$ cat config.mk
export PLATFORM = sky130hd
export DESIGN_NAME = vdg_fetch_responder
export DESIGN_NICKNAME = d
export VERILOG_FILES = /design/src/rtl/vdg_fetch_responder.sv
export SDC_FILE = /design/constraint.sdc
export NUM_CORES = 1
export LEC_CHECK = 0
export ABC_AREA = 1
export ABC_CLOCK_PERIOD_IN_PS = 2400
export BUFFER_PORTS_ARGS = -buffer_cell sky130_fd_sc_hd__buf_2
export CORE_UTILIZATION = 45
export DETAILED_ROUTE_END_ITERATION = 8
export GPL_TIMING_DRIVEN = 0
export PLACE_DENSITY = 0.71
export SYNTH_ARGS = -nofsm -noshare
export SYNTH_HDL_FRONTEND = slang
export SYNTH_SLANG_ARGS = --single-unit
$ cat constraint.sdc
create_clock -name clk_i -period 2.4 [get_ports clk_i]
set_input_delay 0.24 -clock clk_i [delete_from_list [all_inputs] [get_ports clk_i]]
set_output_delay 0.24 -clock clk_i [all_outputs]
set_load 0.01 [all_outputs]
$ cat src/rtl/vdg_fetch_responder.sv
// Memory-side responder for VDG display fetches. Shares one video SRAM port between
// display reads (always first) and CPU reads/writes in the slots the display leaves free.
module vdg_fetch_responder #(
  parameter int unsigned ADDR_W  = 16,
  parameter int unsigned BASE_W  = 7,
  parameter int unsigned RAM_LAT = 2
) (
  input  logic              clk_i,
  input  logic              rst_ni,
  input  logic [12:0]       da_i,
  input  logic              load_i,
  input  logic              fsn_i,
  input  logic [BASE_W-1:0] base_i,
  output logic [7:0]        q_o,
  output logic              q_valid_o,
  output logic              overrun_o,
  output logic [ADDR_W-1:0] ram_addr_o,
  output logic              ram_rd_o,
  output logic              ram_wr_o,
  output logic [7:0]        ram_wdata_o,
  input  logic [7:0]        ram_rdata_i,
  input  logic              cpu_req_i,
  input  logic              cpu_we_i,
  input  logic [ADDR_W-1:0] cpu_addr_i,
  input  logic [7:0]        cpu_wdata_i,
  output logic [7:0]        cpu_rdata_o,
  output logic              cpu_ack_o
);

  localparam int unsigned CntW = $clog2(RAM_LAT + 1);

  typedef enum logic [1:0] {StIdle, StVrd, StCrd, StCwr} state_e;

  state_e            state_q, state_d;
  logic [CntW-1:0]   cnt_q, cnt_d;
  logic              load_q;
  logic              pend_q, pend_d;
  logic [ADDR_W-1:0] pend_addr_q, pend_addr_d;
  logic              overrun_q, overrun_d;
  logic [7:0]        q_q, q_d;
  logic              q_valid_q, q_valid_d;
  logic [ADDR_W-1:0] ram_addr_q, ram_addr_d;
  logic              ram_rd_q, ram_rd_d;
  logic              ram_wr_q, ram_wr_d;
  logic [7:0]        ram_wdata_q, ram_wdata_d;
  logic [7:0]        cpu_rdata_q, cpu_rdata_d;
  logic              cpu_ack_q, cpu_ack_d;

  logic              fetch_ev;
  logic              done;
  logic [ADDR_W-1:0] vaddr;

  assign fetch_ev = load_i & ~load_q;
  // Base is in 512-byte units; the sum wraps modulo 2^ADDR_W.
  assign vaddr    = ADDR_W'({base_i, 9'b0}) + ADDR_W'(da_i);

  always_comb begin
    state_d     = state_q;
    cnt_d       = cnt_q;
    pend_d      = pend_q;
    pend_addr_d = pend_addr_q;
    overrun_d   = fsn_i ? overrun_q : 1'b0;
    q_d         = q_q;
    q_valid_d   = 1'b0;
    ram_addr_d  = ram_addr_q;
    ram_rd_d    = 1'b0;
    ram_wr_d    = 1'b0;
    ram_wdata_d = ram_wdata_q;
    cpu_rdata_d = cpu_rdata_q;
    cpu_ack_d   = 1'b0;
    done        = 1'b0;

    unique case (state_q)
      StIdle: done = 1'b1;
      StVrd: begin
        if (cnt_q == CntW'(RAM_LAT)) begin
          q_d       = ram_rdata_i;
          q_valid_d = 1'b1;
          done      = 1'b1;
        end else begin
          cnt_d = cnt_q + CntW'(1);
        end
      end
      StCrd: begin
        if (cnt_q == CntW'(RAM_LAT)) begin
          cpu_rdata_d = ram_rdata_i;
          cpu_ack_d   = 1'b1;
          done        = 1'b1;
        end else begin
          cnt_d = cnt_q + CntW'(1);
        end
      end
      StCwr: begin
        cpu_ack_d = 1'b1;
        done      = 1'b1;
      end
    endcase

    if (done) begin
      if (fetch_ev || pend_q) begin
        state_d    = StVrd;
        cnt_d      = '0;
        ram_rd_d   = 1'b1;
        ram_addr_d = fetch_ev ? vaddr : pend_addr_q;
        pend_d     = 1'b0;
        if (fetch_ev && pend_q) overrun_d = 1'b1;
      // The CPU still holds req while its ack is being issued; do not regrant it then.
      end else if (cpu_req_i && !cpu_ack_q && !cpu_ack_d) begin
        cnt_d      = '0;
        ram_addr_d = cpu_addr_i;
        if (cpu_we_i) begin
          state_d     = StCwr;
          ram_wr_d    = 1'b1;
          ram_wdata_d = cpu_wdata_i;
        end else begin
          state_d  = StCrd;
          ram_rd_d = 1'b1;
        end
      end else begin
        state_d = StIdle;
      end
    end else if (fetch_ev) begin
      pend_d      = 1'b1;
      pend_addr_d = vaddr;
      if (pend_q) overrun_d = 1'b1;
    end
  end

  always_ff @(posedge clk_i or negedge rst_ni) begin
    if (!rst_ni) begin
      state_q     <= StIdle;
      cnt_q       <= '0;
      load_q      <= 1'b0;
      pend_q      <= 1'b0;
      pend_addr_q <= '0;
      overrun_q   <= 1'b0;
      q_q         <= '0;
      q_valid_q   <= 1'b0;
      ram_addr_q  <= '0;
      ram_rd_q    <= 1'b0;
      ram_wr_q    <= 1'b0;
      ram_wdata_q <= '0;
      cpu_rdata_q <= '0;
      cpu_ack_q   <= 1'b0;
    end else begin
      state_q     <= state_d;
      cnt_q       <= cnt_d;
      load_q      <= load_i;
      pend_q      <= pend_d;
      pend_addr_q <= pend_addr_d;
      overrun_q   <= overrun_d;
      q_q         <= q_d;
      q_valid_q   <= q_valid_d;
      ram_addr_q  <= ram_addr_d;
      ram_rd_q    <= ram_rd_d;
      ram_wr_q    <= ram_wr_d;
      ram_wdata_q <= ram_wdata_d;
      cpu_rdata_q <= cpu_rdata_d;
      cpu_ack_q   <= cpu_ack_d;
    end
  end

  assign q_o         = q_q;
  assign q_valid_o   = q_valid_q;
  assign overrun_o   = overrun_q;
  assign ram_addr_o  = ram_addr_q;
  assign ram_rd_o    = ram_rd_q;
  assign ram_wr_o    = ram_wr_q;
  assign ram_wdata_o = ram_wdata_q;
  assign cpu_rdata_o = cpu_rdata_q;
  assign cpu_ack_o   = cpu_ack_q;

  // A CPU request, once raised, must be held until the ack has been seen.
  cpu_req_hold_a: assert property (@(posedge clk_i) disable iff (!rst_ni)
    (cpu_req_i && !cpu_ack_q) |=> cpu_req_i);

endmodule

Word level (Yosys, flattened, before mapping)
Cells that the tools add are included.
{"block": "word_totals", "input_bits": 58, "rom_bits": 0, "wordCells": 72, "regBits": 67, "memories": 0, "ramBits": 0, "latchBits": 0}
{"block": "op_classes", "shift": 0, "n_div": 0, "reduce_logical": 16, "n_mul": 0, "n_eq_ne": 5, "n_bitwise": 3, "order_cmp": 0, "add_sub_neg": 2, "n_mux": 32}
{"operator": "2-to-1 mux 16 bit", "n": 3}
{"operator": "2-to-1 mux 1 bit", "n": 20}
{"operator": "adder 16 x 13 -> 16 bit", "n": 1}
{"operator": "2-to-1 mux 2 bit", "n": 7}
{"operator": "AND reduction 2 bit", "n": 4}
{"operator": "equality test 2 bit (second input constant)", "n": 3}
{"operator": "case mux 1 bit (2 select lines)", "n": 2}
{"operator": "AND reduction 4 bit", "n": 1}
{"operator": "nonzero test 2 bit", "n": 2}
{"operator": "OR reduction 2 bit", "n": 2}
{"operator": "logical AND 1 bit", "n": 3}
{"operator": "adder 2 x 1 -> 2 bit (second input constant)", "n": 1}
{"operator": "equality test 2 x 1 -> 1 bit (second input constant)", "n": 1}
{"operator": "zero test 1 bit", "n": 2}
{"operator": "zero test 2 bit", "n": 1}
{"operator": "inequality test 2 x 1 -> 1 bit (second input constant)", "n": 1}
{"operator": "NOT 1 bit", "n": 2}
{"operator": "bitwise AND 1 bit", "n": 1}
{"operator": "logical OR 1 bit", "n": 1}

Depth between registers and ports, before layout
{"block": "logic_depth", "depth_word": 8, "mapped_depth": 12}

Least setup slack after synthesis
OpenSTA, ideal clock, no wires.
{"block": "synth_path", "kind": "reg-to-reg", "start": "reg state_q[0]", "end": "reg ram_addr_q[3], in the netlist ram_addr_o[3]", "path_buffers": 1, "arrival_ns": 1.556, "path_stages_with_launch": 12, "slack_ns": 0.720, "cell_sequence": "dfrtp_1 -> inv_1 -> ha_1 -> nor2_4 -> inv_2 -> nand3_4 -> inv_4 -> nor2_8 -> inv_4 -> buf_6 -> o211ai_1 -> nand2_1"}
{"block": "synth_via", "elab_chain_cells": 6}
{"item": "start, declared", "line": "34", "rtl": "state_e state_q, state_d;"}
{"item": "start signal, assigned", "line": "131", "rtl": "state_q <= StIdle;"}
{"item": "start signal, assigned", "line": "146", "rtl": "state_q <= state_d;"}
{"item": "equality test 2 bit", "line": "73", "rtl": "unique case (state_q)"}
{"item": "case mux 1 bit (2 select lines)", "line": "73"}
{"item": "zero test 1 bit", "line": "108", "rtl": "end else if (cpu_req_i && !cpu_ack_q && !cpu_ack_d) begin"}
{"item": "logical AND 1 bit", "line": "108"}
{"item": "nonzero test 2 bit (no line)"}
{"item": "AND reduction 2 bit (no line) (*)"}
{"item": "end signal, assigned", "line": "154", "rtl": "ram_addr_q <= ram_addr_d;"}
{"item": "end, declared", "line": "42", "rtl": "logic [ADDR_W-1:0] ram_addr_q, ram_addr_d;"}
Every way passes the cells marked *; elsewhere a longest branch is shown, timed or not.
A chain may end at the register's enable or synchronous reset.

Final worst setup path
{"block": "layout_path", "start": "reg state_q[0]", "end": "reg ram_addr_q[7], in the netlist ram_addr_o[7]"}
Same word-level chain as after synthesis.

==> impl_metrics.json <==
{
  "path_class": "flop to flop",
  "syn_to_final_growth_pct": 26.93,
  "clock-sinks": 67,
  "p_per_area_mw_per_mm2": 1347,
  "grt_usage_pct": 20.57,
  "h-tree-depth": 3,
  "ctsHoldBuffers": 0,
  "required_ns": 2.62,
  "drive_above_1_share_pct": 30.70,
  "vias": 2695,
  "hold_path.class": "input pin to async pin",
  "worstPathArrival_ns": 2.11,
  "vdd_drop_max_v": 0.0007345,
  "timing.critical_path.to_type": "flop",
  "ios": 103,
  "ys_seq_area_share_pct": 52.53,
  "p_total_uw": 5457,
  "yosys-top-cells-area": "dfrtp_1 53%, nand2_1 13%, o21ai_0 5.3%",
  "dr.pass1.iters": 4,
  "outcome": "finished with violations",
  "final_nets": 532,
  "leakagePower_uw": 0.002193,
  "cts.clk_slew.worst_paths_ns": 0.07,
  "max_slew_margin_pct": 43.53,
  "cp_max_fo": 10,
  "root_buffer": "clkbuf_8",
  "ys_seq_elements": 67,
  "antenna_found_initial": 0,
  "setup_viol_count_final": 0,
  "synth_area_mm2": 0.003192,
  "final_area_mm2": 0.004051,
  "postCtsSetupBuffers": 0,
  "min_period_ns": 1.889,
  "cpMostUsedCell": "inv_4",
  "slowest_delay_ns": 0.39,
  "drtIter0Drc": 138,
  "power_frac_seq_pct": 35.6,
  "p_int_uw": 3273,
  "wirelength_mm": 7.168,
  "die_height_um": 86.22,
  "insertion_delay_ns": 0.34,
  "grt_max_degree": 68,
  "die_x_um": 86.22,
  "cts_resized": 0,
  "cts_buffer_depth": 2,
  "yosys_warnings": 0,
  "initial_core_util_pct": 46.72,
  "synth_top_cell_area_share_pct": 52.53,
  "post_drt_wl_per_cell_um": 12.69,
  "dieArea_mm2": 0.007434,
  "gp_congestion": 0.7784,
  "hold_viol": 2,
  "timing.hold.ws_ns": -0.006081,
  "max_freq_ghz": 0.5293,
  "seq_area_mm2": 0.001677,
  "crit_chain": "inv_1 > ha_1 > nor2_4 > inv_2 > nand3_4 > inv_4 > nor2_8 > inv_4 > buf_6 > o211ai_1 > nand2_1",
  "cts_buffers": 9,
  "crit_slowest_cell": "dfrtp_1",
  "clkPwrFrac_pct": 19.2,
  "diodes": 0,
  "skew_ns": 0.007312,
  "postLayoutSetupSlackWorst_ns": 0.5107,
  "overflow": 0,
  "place_ws_ns": 0.5106,
  "placed_area_mm2": 0.003825,
  "grt_pass1_vias": 2668,
  "synth_cell_types": 29,
  "rows": 30,
  "tightestPinTransition_ns": 0.8471,
  "io_buffer_count": 102,
  "switchingPower_uw": 2184,
  "multi_input_area_mm2": 0.001282,
  "setup_tns_ns": 0,
  "cp-start-kind": "flop",
  "viasPerCell": 4.770,
  "grt_setup_unrepaired": "no",
  "syn_area_per_cell_um2": 9.093,
  "place_hpwl_mm": 5.222,
  "swShare_pct": 40.03,
  "post-route-period-util_pct": 78.72,
  "drc_errors": 0,
  "cts_tree": "yes",
  "synth_top_cell_by_area": "dfrtp_1",
  "synth_nets": 419,
  "maxCapViolations": 0,
  "synthCells": 351,
  "maxSlewViolCount": 0,
  "violations": "negative hold slack",
  "power_frac_comb_pct": 45.2,
  "n_fill_cell": 652,
  "ant_nets": 0,
  "core_mm2": 0.006832,
  "grt_pass1_wl_mm": 11.86
}
stage by stage:
stage / cells / util, %
2_1_floorplan: 351 / -
3_3_place_gp: 549 / 55.95
3_5_place_dp: 549 / 55.99
4_1_cts: 565 / 59.30
5_1_grt: 565 / 59.30
6_report: 565 / 59.30
state kept, by name (all words and copies together) (netlist names):
register,flops
pend_addr_q,16
ram_addr_o,16
cpu_rdata_o,8
q_o,8
ram_wdata_o,8
cnt_q,2
state_q,2
cpu_ack_o,1
load_q,1
overrun_o,1
pend_q,1
q_valid_o,1
ram_rd_o,1
ram_wr_o,1
Yosys cell counts:
cell type / number
inv_4: 2
nor2_8: 2
a22o_1: 1
buf_4: 1
nand3_1: 14
nand3_4: 2
a31oi_1: 4
or2_2: 1
o211ai_1: 10
buf_1: 1
o22ai_1: 2
a21oi_1: 7
nor2_4: 4
mux2i_1: 10
a21o_1: 1
nand2_2: 5
fa_1: 1
buf_6: 1
dfrtp_1: 67
clkbuf_1: 5
buf_12: 2
inv_2: 3
o21ai_0: 34
ha_1: 9
buf_2: 3
nand3b_1: 1
nand2_1: 114
inv_1: 30
nor2_1: 14
power groups by stage:
| stage | Clock (µW) | Combinational [µW] | Sequential, µW |
|---|---|---|---|
| after floorplan | 0 | 1520 | 2100 |
| after global placement | 0 | 2430 | 1940 |
| after detailed placement | 0 | 2490 | 1950 |
| after CTS | 1060 | 2500 | 1940 |
| after global routing | 1130 | 2760 | 2000 |
| final | 1050 | 2470 | 1940 |
per-layer routing:
metal,global-route usage [%],share of wire (%),vias to the layer above
met5,0,0,-
met4,8.333,1.5,0
li1,-,-,1358
met2,33.77,47,78
met1,26.28,46,1246
met3,4.952,5.6,13
worst max-delay path: cells and delay by family (launching register included):
kind | cells | cell delay [ns]
buffers and inverters | 5 | 0.46
flip-flops | 1 | 0.39
AO/OA/AOI/OAI | 1 | 0.09
AND/OR/NAND/NOR | 4 | 0.48
adder cells (fa/ha/maj) | 1 | 0.36
worst paths after layout:
kind                               startpoint       endpoint  slack, ns  depth (start not counted)
worst max-delay path               state_q[0]  ram_addr_o[7]       0.51                         11
worst min-delay path                   rst_ni         load_q     -0.006                          1
worst max register to register     state_q[0]  ram_addr_o[7]       0.51                         11
worst min register to register  ram_addr_o[1]  ram_addr_o[1]       0.48                          2
max in group asynchronous              rst_ni       ram_wr_o       1.84                          1
min in group clk_i                     load_i         load_q       0.02                          1
cell type report:
class / instances / share of cell area (%)
Clock inverter: 6 / 2.193
Sequential cell: 67 / 41.38
Buffer: 13 / 2.378
Inverter: 35 / 3.366
Multi-Input combinational cell: 236 / 31.66
Clock buffer: 10 / 3.397
Tap cell: 96 / 2.965
Timing Repair Buffer: 102 / 12.66
kinds of logic (layout without fill, tap and decap cells):
kind of cell	count (synthesis)	after routing	synth area share (%)
AO/OA/AOI/OAI	59	59	10.47
adder cells (fa/ha/maj)	10	10	4.155
buffers and inverters	48	166	7.291
flip-flops	67	67	52.53
multiplexers	10	10	3.136
AND/OR/NAND/NOR	157	157	22.42
cells in the final DEF (no fill, tap or decap), drive strengths merged, types with 4 or more instances in the layout:
cell type / count
a21oi: 7
a31oi: 4
buf: 110
clkbuf: 15
dfrtp: 67
ha: 9
inv: 35
mux2i: 10
nand2: 119
nand3: 16
nor2: 20
o211ai: 10
o21ai: 34
Power figures use the tool's default switching activity.
